`src/rtl/pipeline_hazard_ctrl_pkg.sv`:
```
// Shared types and constants for the pipeline hazard controller.
//   hazard_state_e : data-memory access sequencer states (RUN, WAIT, ERROR)
//   stage_ctrl_t   : per-pipeline-register control pair {enable, flush}
//   REG_X0         : hard-wired zero register address
package pipeline_hazard_ctrl_pkg;

  typedef enum logic [1:0] {
    StRun,
    StWait,
    StError
  } hazard_state_e;

  typedef struct packed {
    logic enable;
    logic flush;
  } stage_ctrl_t;

  localparam logic [4:0] REG_X0 = 5'd0;

endpackage

```
`src/rtl/pipeline_hazard_ctrl_if.sv`:
```
// Bundle of hazard inputs, data-memory handshake and per-stage controls.
//   master : pipeline side; drives hazard sources and dmem_ready, observes controls
//   slave  : hazard controller; consumes hazard sources, drives all controls
interface pipeline_hazard_ctrl_if #(
  parameter int unsigned CNT_WIDTH = 32
);
  logic [4:0]           id_rs1_addr;
  logic [4:0]           id_rs2_addr;
  logic                 ex_MemRead;
  logic [4:0]           ex_rd_addr;
  logic                 ex_branch_taken;
  logic                 mem_MemRead;
  logic                 mem_MemWrite;
  logic                 dmem_ready;
  logic                 dmem_req;
  logic                 pc_enable;
  logic                 if_id_enable;
  logic                 id_ex_enable;
  logic                 ex_mem_enable;
  logic                 mem_wb_enable;
  logic                 if_id_flush;
  logic                 id_ex_flush;
  logic                 ex_mem_flush;
  logic                 mem_wb_flush;
  logic                 mem_timeout_err;
  logic [CNT_WIDTH-1:0] stall_cycles;

  modport master (
    output id_rs1_addr, id_rs2_addr, ex_MemRead, ex_rd_addr, ex_branch_taken,
           mem_MemRead, mem_MemWrite, dmem_ready,
    input  dmem_req, pc_enable, if_id_enable, id_ex_enable, ex_mem_enable, mem_wb_enable,
           if_id_flush, id_ex_flush, ex_mem_flush, mem_wb_flush, mem_timeout_err,
           stall_cycles
  );

  modport slave (
    input  id_rs1_addr, id_rs2_addr, ex_MemRead, ex_rd_addr, ex_branch_taken,
           mem_MemRead, mem_MemWrite, dmem_ready,
    output dmem_req, pc_enable, if_id_enable, id_ex_enable, ex_mem_enable, mem_wb_enable,
           if_id_flush, id_ex_flush, ex_mem_flush, mem_wb_flush, mem_timeout_err,
           stall_cycles
  );
endinterface

```
`src/rtl/pipeline_hazard_ctrl_hazard_stall_counter.sv`:
```
// Saturating performance counter.
//   clk   : clock
//   rst   : asynchronous active-high reset, clears count
//   inc   : add one on this clock edge
//   count : current value; holds at all-ones instead of wrapping
module hazard_stall_counter #(
  parameter int unsigned CNT_WIDTH = 32
) (
  input  logic                 clk,
  input  logic                 rst,
  input  logic                 inc,
  output logic [CNT_WIDTH-1:0] count
);

  logic [CNT_WIDTH-1:0] count_q;
  logic [CNT_WIDTH-1:0] count_d;

  always_comb begin
    count_d = count_q;
    if (inc && (count_q != {CNT_WIDTH{1'b1}})) begin
      count_d = count_q + {{(CNT_WIDTH-1){1'b0}}, 1'b1};
    end
  end

  always_ff @(posedge clk or posedge rst) begin
    if (rst) begin
      count_q <= '0;
    end else begin
      count_q <= count_d;
    end
  end

  assign count = count_q;

endmodule

```
`src/rtl/pipeline_hazard_ctrl.sv`:
```
// Pipeline hazard sequencer: derives PC and IF/ID, ID/EX, EX/MEM, MEM/WB enables/flushes
// from EX-stage redirects, load-use dependencies and a multi-cycle data-memory handshake.
//   clk, rst : clock, asynchronous active-high reset
//   bus      : slave side of pipeline_hazard_ctrl_if (hazard inputs, dmem handshake,
//              stage controls, sticky timeout error, stall-cycle counter)
module pipeline_hazard_ctrl
  import pipeline_hazard_ctrl_pkg::*;
#(
  parameter int unsigned TIMEOUT_CYCLES = 255,
  parameter int unsigned CNT_WIDTH      = 32
) (
  input  logic                  clk,
  input  logic                  rst,
  pipeline_hazard_ctrl_if.slave bus
);

  localparam int unsigned TmoWidth = $clog2(TIMEOUT_CYCLES + 1);
  localparam logic [TmoWidth-1:0] TmoLast = TmoWidth'(TIMEOUT_CYCLES - 1);

  hazard_state_e       state_q, state_d;
  logic [TmoWidth-1:0] tmo_q, tmo_d;
  logic                err_q;

  logic        mem_access;
  logic        load_use;
  logic        mem_stall;
  logic        pc_en;
  stage_ctrl_t if_id_c, id_ex_c, ex_mem_c, mem_wb_c;

  assign mem_access = bus.mem_MemRead | bus.mem_MemWrite;
  assign load_use   = bus.ex_MemRead && (bus.ex_rd_addr != REG_X0) &&
                      ((bus.ex_rd_addr == bus.id_rs1_addr) ||
                       (bus.ex_rd_addr == bus.id_rs2_addr));
  assign mem_stall  = mem_access && !bus.dmem_ready && (state_q != StError);

  // Access sequencer and watchdog
  always_comb begin
    state_d = state_q;
    tmo_d   = tmo_q;
    unique case (state_q)
      StRun: begin
        tmo_d = '0;
        if (mem_stall) state_d = StWait;
      end
      StWait: begin
        if (bus.dmem_ready) begin
          state_d = StRun;
          tmo_d   = '0;
        end else if (tmo_q == TmoLast) begin
          state_d = StError;
        end else begin
          tmo_d = tmo_q + TmoWidth'(1);
        end
      end
      StError: ;
      default: state_d = StRun;
    endcase
  end

  always_ff @(posedge clk or posedge rst) begin
    if (rst) begin
      state_q <= StRun;
      tmo_q   <= '0;
      err_q   <= 1'b0;
    end else begin
      state_q <= state_d;
      tmo_q   <= tmo_d;
      if (state_d == StError) err_q <= 1'b1;
    end
  end

  // Stage controls, highest-priority hazard first. Reset and ERROR both freeze everything.
  always_comb begin
    pc_en    = 1'b0;
    if_id_c  = '0;
    id_ex_c  = '0;
    ex_mem_c = '0;
    mem_wb_c = '0;
    if (rst || (state_q == StError)) begin
      pc_en = 1'b0;
    end else if (mem_stall) begin
      // Upstream holds; a bubble goes into WB so the MEM instruction is not written twice
      mem_wb_c = '{enable: 1'b1, flush: 1'b1};
    end else if (bus.ex_branch_taken) begin
      pc_en           = 1'b1;
      if_id_c         = '{enable: 1'b1, flush: 1'b1};
      id_ex_c         = '{enable: 1'b1, flush: 1'b1};
      ex_mem_c.enable = 1'b1;
      mem_wb_c.enable = 1'b1;
    end else if (load_use) begin
      id_ex_c         = '{enable: 1'b1, flush: 1'b1};
      ex_mem_c.enable = 1'b1;
      mem_wb_c.enable = 1'b1;
    end else begin
      pc_en           = 1'b1;
      if_id_c.enable  = 1'b1;
      id_ex_c.enable  = 1'b1;
      ex_mem_c.enable = 1'b1;
      mem_wb_c.enable = 1'b1;
    end
  end

  assign bus.dmem_req        = mem_access && !rst && (state_q != StError);
  assign bus.pc_enable       = pc_en;
  assign bus.if_id_enable    = if_id_c.enable;
  assign bus.id_ex_enable    = id_ex_c.enable;
  assign bus.ex_mem_enable   = ex_mem_c.enable;
  assign bus.mem_wb_enable   = mem_wb_c.enable;
  assign bus.if_id_flush     = if_id_c.flush;
  assign bus.id_ex_flush     = id_ex_c.flush;
  assign bus.ex_mem_flush    = ex_mem_c.flush;
  assign bus.mem_wb_flush    = mem_wb_c.flush;
  assign bus.mem_timeout_err = err_q;

  hazard_stall_counter #(
    .CNT_WIDTH (CNT_WIDTH)
  ) u_stall_counter (
    .clk   (clk),
    .rst   (rst),
    .inc   (!pc_en),
    .count (bus.stall_cycles)
  );

endmodule
```
`src/flat_wrapper.sv`:
```
// flat-port wrapper written by rule: the top's interface ports become plain ports
module pipeline_hazard_ctrl_flat import pipeline_hazard_ctrl_pkg::*;
#(
  parameter int unsigned TIMEOUT_CYCLES = 255,
  parameter int unsigned CNT_WIDTH      = 32
)
  (clk, rst, bus_id_rs1_addr, bus_id_rs2_addr, bus_ex_MemRead, bus_ex_rd_addr, bus_ex_branch_taken, bus_mem_MemRead, bus_mem_MemWrite, bus_dmem_ready, bus_dmem_req, bus_pc_enable, bus_if_id_enable, bus_id_ex_enable, bus_ex_mem_enable, bus_mem_wb_enable, bus_if_id_flush, bus_id_ex_flush, bus_ex_mem_flush, bus_mem_wb_flush, bus_mem_timeout_err, bus_stall_cycles);
  pipeline_hazard_ctrl_if #(.CNT_WIDTH(CNT_WIDTH)) bus_i ();
  input  logic clk;
  input  logic rst;
  input wire logic [$bits(bus_i.id_rs1_addr)-1:0] bus_id_rs1_addr;
  input wire logic [$bits(bus_i.id_rs2_addr)-1:0] bus_id_rs2_addr;
  input wire logic [$bits(bus_i.ex_MemRead)-1:0] bus_ex_MemRead;
  input wire logic [$bits(bus_i.ex_rd_addr)-1:0] bus_ex_rd_addr;
  input wire logic [$bits(bus_i.ex_branch_taken)-1:0] bus_ex_branch_taken;
  input wire logic [$bits(bus_i.mem_MemRead)-1:0] bus_mem_MemRead;
  input wire logic [$bits(bus_i.mem_MemWrite)-1:0] bus_mem_MemWrite;
  input wire logic [$bits(bus_i.dmem_ready)-1:0] bus_dmem_ready;
  output wire logic [$bits(bus_i.dmem_req)-1:0] bus_dmem_req;
  output wire logic [$bits(bus_i.pc_enable)-1:0] bus_pc_enable;
  output wire logic [$bits(bus_i.if_id_enable)-1:0] bus_if_id_enable;
  output wire logic [$bits(bus_i.id_ex_enable)-1:0] bus_id_ex_enable;
  output wire logic [$bits(bus_i.ex_mem_enable)-1:0] bus_ex_mem_enable;
  output wire logic [$bits(bus_i.mem_wb_enable)-1:0] bus_mem_wb_enable;
  output wire logic [$bits(bus_i.if_id_flush)-1:0] bus_if_id_flush;
  output wire logic [$bits(bus_i.id_ex_flush)-1:0] bus_id_ex_flush;
  output wire logic [$bits(bus_i.ex_mem_flush)-1:0] bus_ex_mem_flush;
  output wire logic [$bits(bus_i.mem_wb_flush)-1:0] bus_mem_wb_flush;
  output wire logic [$bits(bus_i.mem_timeout_err)-1:0] bus_mem_timeout_err;
  output wire logic [$bits(bus_i.stall_cycles)-1:0] bus_stall_cycles;
  assign bus_i.id_rs1_addr = bus_id_rs1_addr;
  assign bus_i.id_rs2_addr = bus_id_rs2_addr;
  assign bus_i.ex_MemRead = bus_ex_MemRead;
  assign bus_i.ex_rd_addr = bus_ex_rd_addr;
  assign bus_i.ex_branch_taken = bus_ex_branch_taken;
  assign bus_i.mem_MemRead = bus_mem_MemRead;
  assign bus_i.mem_MemWrite = bus_mem_MemWrite;
  assign bus_i.dmem_ready = bus_dmem_ready;
  assign bus_dmem_req = bus_i.dmem_req;
  assign bus_pc_enable = bus_i.pc_enable;
  assign bus_if_id_enable = bus_i.if_id_enable;
  assign bus_id_ex_enable = bus_i.id_ex_enable;
  assign bus_ex_mem_enable = bus_i.ex_mem_enable;
  assign bus_mem_wb_enable = bus_i.mem_wb_enable;
  assign bus_if_id_flush = bus_i.if_id_flush;
  assign bus_id_ex_flush = bus_i.id_ex_flush;
  assign bus_ex_mem_flush = bus_i.ex_mem_flush;
  assign bus_mem_wb_flush = bus_i.mem_wb_flush;
  assign bus_mem_timeout_err = bus_i.mem_timeout_err;
  assign bus_stall_cycles = bus_i.stall_cycles;
  pipeline_hazard_ctrl #(.TIMEOUT_CYCLES(TIMEOUT_CYCLES), .CNT_WIDTH(CNT_WIDTH)) u_core (.clk(clk), .rst(rst), .bus(bus_i));
endmodule
```
`config.mk`:
```
export PLATFORM = sky130hd
export DESIGN_NAME = pipeline_hazard_ctrl_flat
export DESIGN_NICKNAME = d
export VERILOG_FILES = /design/src/rtl/pipeline_hazard_ctrl_pkg.sv /design/src/rtl/pipeline_hazard_ctrl_if.sv /design/src/rtl/pipeline_hazard_ctrl_hazard_stall_counter.sv /design/src/rtl/pipeline_hazard_ctrl.sv /design/src/flat_wrapper.sv
export SDC_FILE = /design/constraint.sdc
export NUM_CORES = 1
export LEC_CHECK = 0
export ABC_AREA = 1
export CAP_MARGIN = 20
export CORE_MARGIN = 2
export CORE_UTILIZATION = 25
export CTS_CLUSTER_DIAMETER = 30
export DETAILED_ROUTE_END_ITERATION = 12
export SLEW_MARGIN = 40
export SYNTH_ARGS = -nofsm -noshare
export SYNTH_HDL_FRONTEND = slang
export SYNTH_SLANG_ARGS = --single-unit
```
`constraint.sdc`:
```
create_clock -name clk -period 3.1 [get_ports clk]
set_input_delay 0.62 -clock clk [delete_from_list [all_inputs] [get_ports clk]]
set_output_delay 0.62 -clock clk [all_outputs]
set_load 0.03 [all_outputs]
```
==> flow_summary.ini, run 1 <==
[run_status]
status = finished, final reports clean

[layout]
multi_input_area_mm2 = 0.00184
antenna_cells = 0
mostFrequentLayoutCell = nand2_1
nets = 566
design_area_mm2 = 0.00412
ff_latch_area_mm2 = 0.00108
drive_above_1_share = 0.0793
fin_cells = 714
final_cell_mix = nand2_1 (206), nor2_1 (64), clkdlybuf4s50_1 (59), dfrtp_1 (43), nand4_1 (34)
fill_cells = 1351
areaGrowthSynthToFinish_pct = 30.2

[worst_setup_path]
cp.arrival_ns = 2.25
cp_top_family = buffers and inverters
r2r_start = u_core.u_stall_counter.count[0]
critPathKind = input port to output port
rrSetupSlack_ns = 0.97
crit_path_frequent_cell = nor2_1
reg2regPathDepth = 10
timing.rr.end = u_core.u_stall_counter.count[1]
worstSetupEndpointType = output port
crit_slowest_cell = clkdlybuf4s50_1
path_buf_inv = 3
crit_path_start_kind = input port
slowest_delay_ns = 0.70
crit_chain = clkdlybuf4s50_1 > nor2_1 > nor2_1 > inv_1 > nor2_1 > clkdlybuf4s50_1
crit_required_ns = 2.48
cp_max_fo = 3

[global_route]
grt_use_total = 0.145
grt_max_degree = 44
antenna_found_initial = 0
grt_pass1_vias = 3141
overflow = 0
grt_pass1_wl_um = 15700

[placed_design]
place_area_mm2 = 0.00393
gp_congestion = 0.900
dp_hpwl_um = 6870
io_buffers = 63
dp_slack_ns = 0.217
dp.cells = 706

[cts]
clock-root-buffer = clkbuf_16
cts_tree = done
clock_sinks = 43
numCtsBuffers = 5
htreeDepth = 2
cts_setup_buffers = 0
holdBufCountCts = 0
path_clk_slew_ns = 0.07
clock_latency_ns = 0.29
cts_resized = 0
cts_buffer_depth = 2

[sta]
final.setup.worst_slack_ns = 0.227
worstMarginPinSlew_ns = 0.666
setup_viol = 0
tns_ns = 0
period_minus_slack_ns = 2.87
holdWs_ns = 0.488
timing.final.crit_share = 0.927
hold_viol_final = 0
finClkSkew_ns = 0.00593
report.final.slew_viol_count = 0
fmax_mhz = 348
slew-limit-headroom = 0.554
grt_setup_unrepaired = false

[logic_synthesis]
yosysWarningCount = 0
synth_area_mm2 = 0.00316
postSynthCellCount = 482
syn-num-nets = 507
ys_seq_elements = 43
synth_cell_types = 30
yosysSeqAreaShare = 0.340
syn-mean-instance-area_um2 = 6.56

[run]
maxCapViolations = 0

[detailed_routing]
remaining_drc_errors = 0
routed_wl_um = 9150
ant_nets = 0
drtIter0Drc = 174
wl_per_cell_um = 12.8
via_per_inst = 4.58
num_vias = 3271
first_pass_iters = 4

[floorplan]
die_w_um = 117
core_area_mm2 = 0.0125
pin_count = 65
die_h_um = 117
dieArea_mm2 = 0.0136
placementRows = 41
start_util = 0.254

[min_path]
min-delay-start = u_core.bus.mem_timeout_err
hp-class = register to register
min_to = u_core.bus.mem_timeout_err
holdPathStages = 1

[power]
p_per_area_mw_per_mm2 = 438
peakVddDrop_mv = 0.208
p_leak_nw = 1.87
cells in the mapped netlist:
library cell / number / area [µm²]
inv_1: 24 / 90.1
nand4_1: 34 / 213
nand3_2: 1 / 10.0
buf_2: 10 / 50.1
nand2_1: 206 / 773
o21ai_1: 4 / 20.0
xor2_1: 15 / 131
or2_1: 1 / 6.26
inv_2: 11 / 41.3
nor2_1: 64 / 240
nor3_1: 7 / 35.0
nand2_2: 2 / 12.5
xnor2_1: 6 / 52.6
nand3b_1: 15 / 113
nor2_2: 6 / 37.5
conb_1: 1 / 3.75
o21ai_0: 5 / 25.0
clkinv_1: 1 / 3.75
o31ai_1: 2 / 15.0
nor4_1: 2 / 12.5
a21oi_1: 2 / 10.0
ha_1: 3 / 37.5
buf_6: 4 / 45.0
nor3_4: 1 / 16.3
nor2_4: 1 / 11.3
nor3_2: 1 / 10.0
nand4_2: 2 / 25.0
nand3_1: 5 / 25.0
dfrtp_1: 43 / 1080
buf_4: 3 / 22.5
how the worst max path moves through the flow:
| stage | start | depth (start not counted) | slack (ns) | endpoint |
|---|---|---|---|---|
| after floorplan | rst | 7 | 0.22 | bus_pc_enable |
| after global placement | bus_mem_MemWrite | 6 | 0.31 | bus_mem_wb_flush |
| after detailed placement | bus_mem_MemWrite | 6 | 0.22 | bus_mem_wb_flush |
| after CTS | bus_mem_MemWrite | 6 | 0.21 | bus_mem_wb_flush |
| after global routing | bus_mem_MemWrite | 6 | 0.11 | bus_mem_wb_flush |
| final | bus_mem_MemWrite | 6 | 0.23 | bus_mem_wb_flush |
sequential cells by signal (all words and copies together) (netlist names):
name,flops
u_core.tmo_q,8
u_core.state_q,2
u_core.bus.mem_timeout_err,1
u_core.u_stall_counter.count,32
final cells by class:
cell class                 count  area share
tap                          172      0.0522
inverter                      36      0.0328
multi-input combinational    386       0.445
clock buffer                   5      0.0304
timing repair buffer          69       0.162
clock inverter                 3      0.0164
sequential                    43       0.261
power breakdown:
| group | internal (mW) | switching, mW |
|---|---|---|
| sequential | 0.606 | 0.0698 |
| clock | 0.462 | 0.233 |
| combinational | 0.169 | 0.265 |
| total | 1.24 | 0.567 |
stage by stage:
step                utilization  power, mW
floorplan                     -      0.947
global placement          0.315       1.12
detailed placement        0.315       1.12
CTS                       0.331       1.82
global route              0.331       1.90
finish                    0.331       1.81
per-layer routing:
| layer | track usage | part of all wire | wire (µm) |
|---|---|---|---|
| met5 | 0 | 0 | 0 |
| met4 | 0.0381 | 0.015 | 136 |
| met3 | 0.0259 | 0.043 | 394 |
| met2 | 0.246 | 0.48 | 4400 |
| met1 | 0.190 | 0.46 | 4220 |
cell families after synthesis:
family | after synthesis | share of synthesized area
adder cells (fa/ha/maj) | 3 | 0.0119
AND/OR/NAND/NOR | 348 | 0.487
other | 1 | 0.00119
flip-flops | 43 | 0.340
buffers and inverters | 53 | 0.0799
XOR/XNOR | 21 | 0.0581
AO/OA/AOI/OAI | 13 | 0.0221
Power figures use the tool's default switching activity.
==> run 2: changes to the inputs <==
Settings changed: CORE_MARGIN 2 to 4.
==> run 2 against run 1 <==
  * Critical path depth down 1
  * Die area rose by 7.0%
  * Utilization is 0.83 points higher
  * Routed wire length shrank 0.68%
  * Maximum frequency rose by 1.7%
  * Critical path type unchanged
  * Highest routed layer unchanged
==> flow_summary.ini, run 2 (synthesis results as in run 1) <==
[detailed_routing]
wl_per_cell_um = 12.7
via_per_inst = 4.53
routed_wl_um = 9090
first_pass_iters = 4
drt-met1-wl_um = 4190
route.met3.wl_um = 560
num_vias = 3230
drtIter0Drc = 181
ant_nets = 0
remaining_drc_errors = 0
top_layer = met4
wl_met2_um = 4160

[sta]
slew-limit-headroom = 0.534
timing.final.crit_share = 0.912
period_minus_slack_ns = 2.83
worstMarginPinSlew_ns = 0.697
fmax_mhz = 354
report.final.slew_viol_count = 0
hold_viol_final = 0
grt_setup_unrepaired = false
finClkSkew_ns = 0.00637
tns_ns = 0
setup_viol = 0

[min_path]
hp-class = register to register

[layout]
areaGrowthSynthToFinish_pct = 30.8
largest_register_ffs = 32
design_area_mm2 = 0.00414
antenna_cells = 0
mostFrequentLayoutCell = nand2_1
final_cell_mix = nand2_1 (206), nor2_1 (64), clkdlybuf4s50_1 (59), dfrtp_1 (43), nand4_1 (34)
fill_cells = 1348
multi_input_area_mm2 = 0.00184
nets = 569
drive_above_1_share = 0.0862
ff_latch_area_mm2 = 0.00108
post-route-util = 0.339

[cts]
clock_sinks = 43
path_clk_slew_ns = 0.07
cts_buffer_depth = 2
htreeDepth = 2
holdBufCountCts = 0
cts_setup_buffers = 0
clock-root-buffer = clkbuf_16
numCtsBuffers = 5
clock_latency_ns = 0.29
cts_tree = done
cts_resized = 0

[floorplan]
placementRows = 40
core_area_mm2 = 0.0122
pin_count = 65
die_w_um = 121
die_h_um = 121
dieArea_mm2 = 0.0145
start_util = 0.259

[power]
p_leak_nw = 1.89
power_mw = 1.81
p_sw_uw = 561
p_sw_frac = 0.311
peakVddDrop_mv = 0.167
p_per_area_mw_per_mm2 = 436
clkPwrFrac = 0.383
p_int_mw = 1.24
p_seq_frac = 0.370
comb_power_share = 0.247

[global_route]
antenna_found_initial = 0
grt_use_total = 0.131
overflow = 0
grt_pass1_wl_um = 15400
grt_max_degree = 34
grt_pass1_vias = 3078

[worst_setup_path]
cp_max_fo = 4
crit_path_start_kind = input port
cp.arrival_ns = 2.21
worstSetupEndpointType = output port
critPathKind = input port to output port
crit_required_ns = 2.48

[run_status]
status = finished, final reports clean

[run]
maxCapViolations = 0

[placed_design]
io_buffers = 63
place_area_mm2 = 0.00395
gp_congestion = 0.899
dp_hpwl_um = 7260
## run 2: changes by cell type in the layout (fill, tap and decap cells not counted), sizes merged
| cell | delta |
|---|---|
| buf | +3 |
## run 2: area by class of cell
class                   count  area share
clock buffers               5      0.0302
clock inverters             3      0.0163
inverters                  36      0.0327
multi-input cells         386       0.444
flip-flops and latches     43       0.260
well taps                 168      0.0508
repair buffers             72       0.166
## run 2: worst paths after layout
kind | depth (start not counted) | startpoint | slack, ns | endpoint
setup / recovery | 5 | rst | 0.27 | bus_ex_mem_enable
hold / removal | 1 | u_core.bus.mem_timeout_err | 0.47 | u_core.bus.mem_timeout_err
setup reg to reg | 9 | u_core.u_stall_counter.count[1] | 0.83 | u_core.u_stall_counter.count[27]
hold reg to reg | 1 | u_core.bus.mem_timeout_err | 0.47 | u_core.bus.mem_timeout_err
max in group asynchronous | 3 | rst | 1.81 | u_core.u_stall_counter.count[8]
min in group asynchronous | 2 | rst | 0.74 | u_core.bus.mem_timeout_err
## run 2: worst max-delay path, stage by stage
cell and delay (ns):
clkdlybuf4s50_1 0.45, nor2_2 0.16, inv_2 0.07, nor2_2 0.18
clkdlybuf4s50_1 0.72
## run 2: metal layers
metal  global-route usage  vias to the layer above
met5                    0                        -
met4               0.0446                        0
met3               0.0220                       10
met2                0.210                       93
met1                0.178                     1468
li1                     -                     1659
## run 2: power by group through the flow
stage	Sequential [mW]	Combinational, mW	Clock [mW]
after floorplan	0.736	0.211	0
after global placement	0.675	0.445	0
after detailed placement	0.680	0.449	0
after CTS	0.670	0.452	0.703
after global routing	0.678	0.496	0.730
final	0.669	0.446	0.691
## run 2: stage by stage
step                instances  setup slack, ns  hold WS, ns
floorplan                 482            0.220        0.452
global placement          705            0.310        0.449
detailed placement        705            0.266        0.465
CTS                       713            0.266        0.484
global route              713            0.160        0.504
finish                    713            0.274        0.473
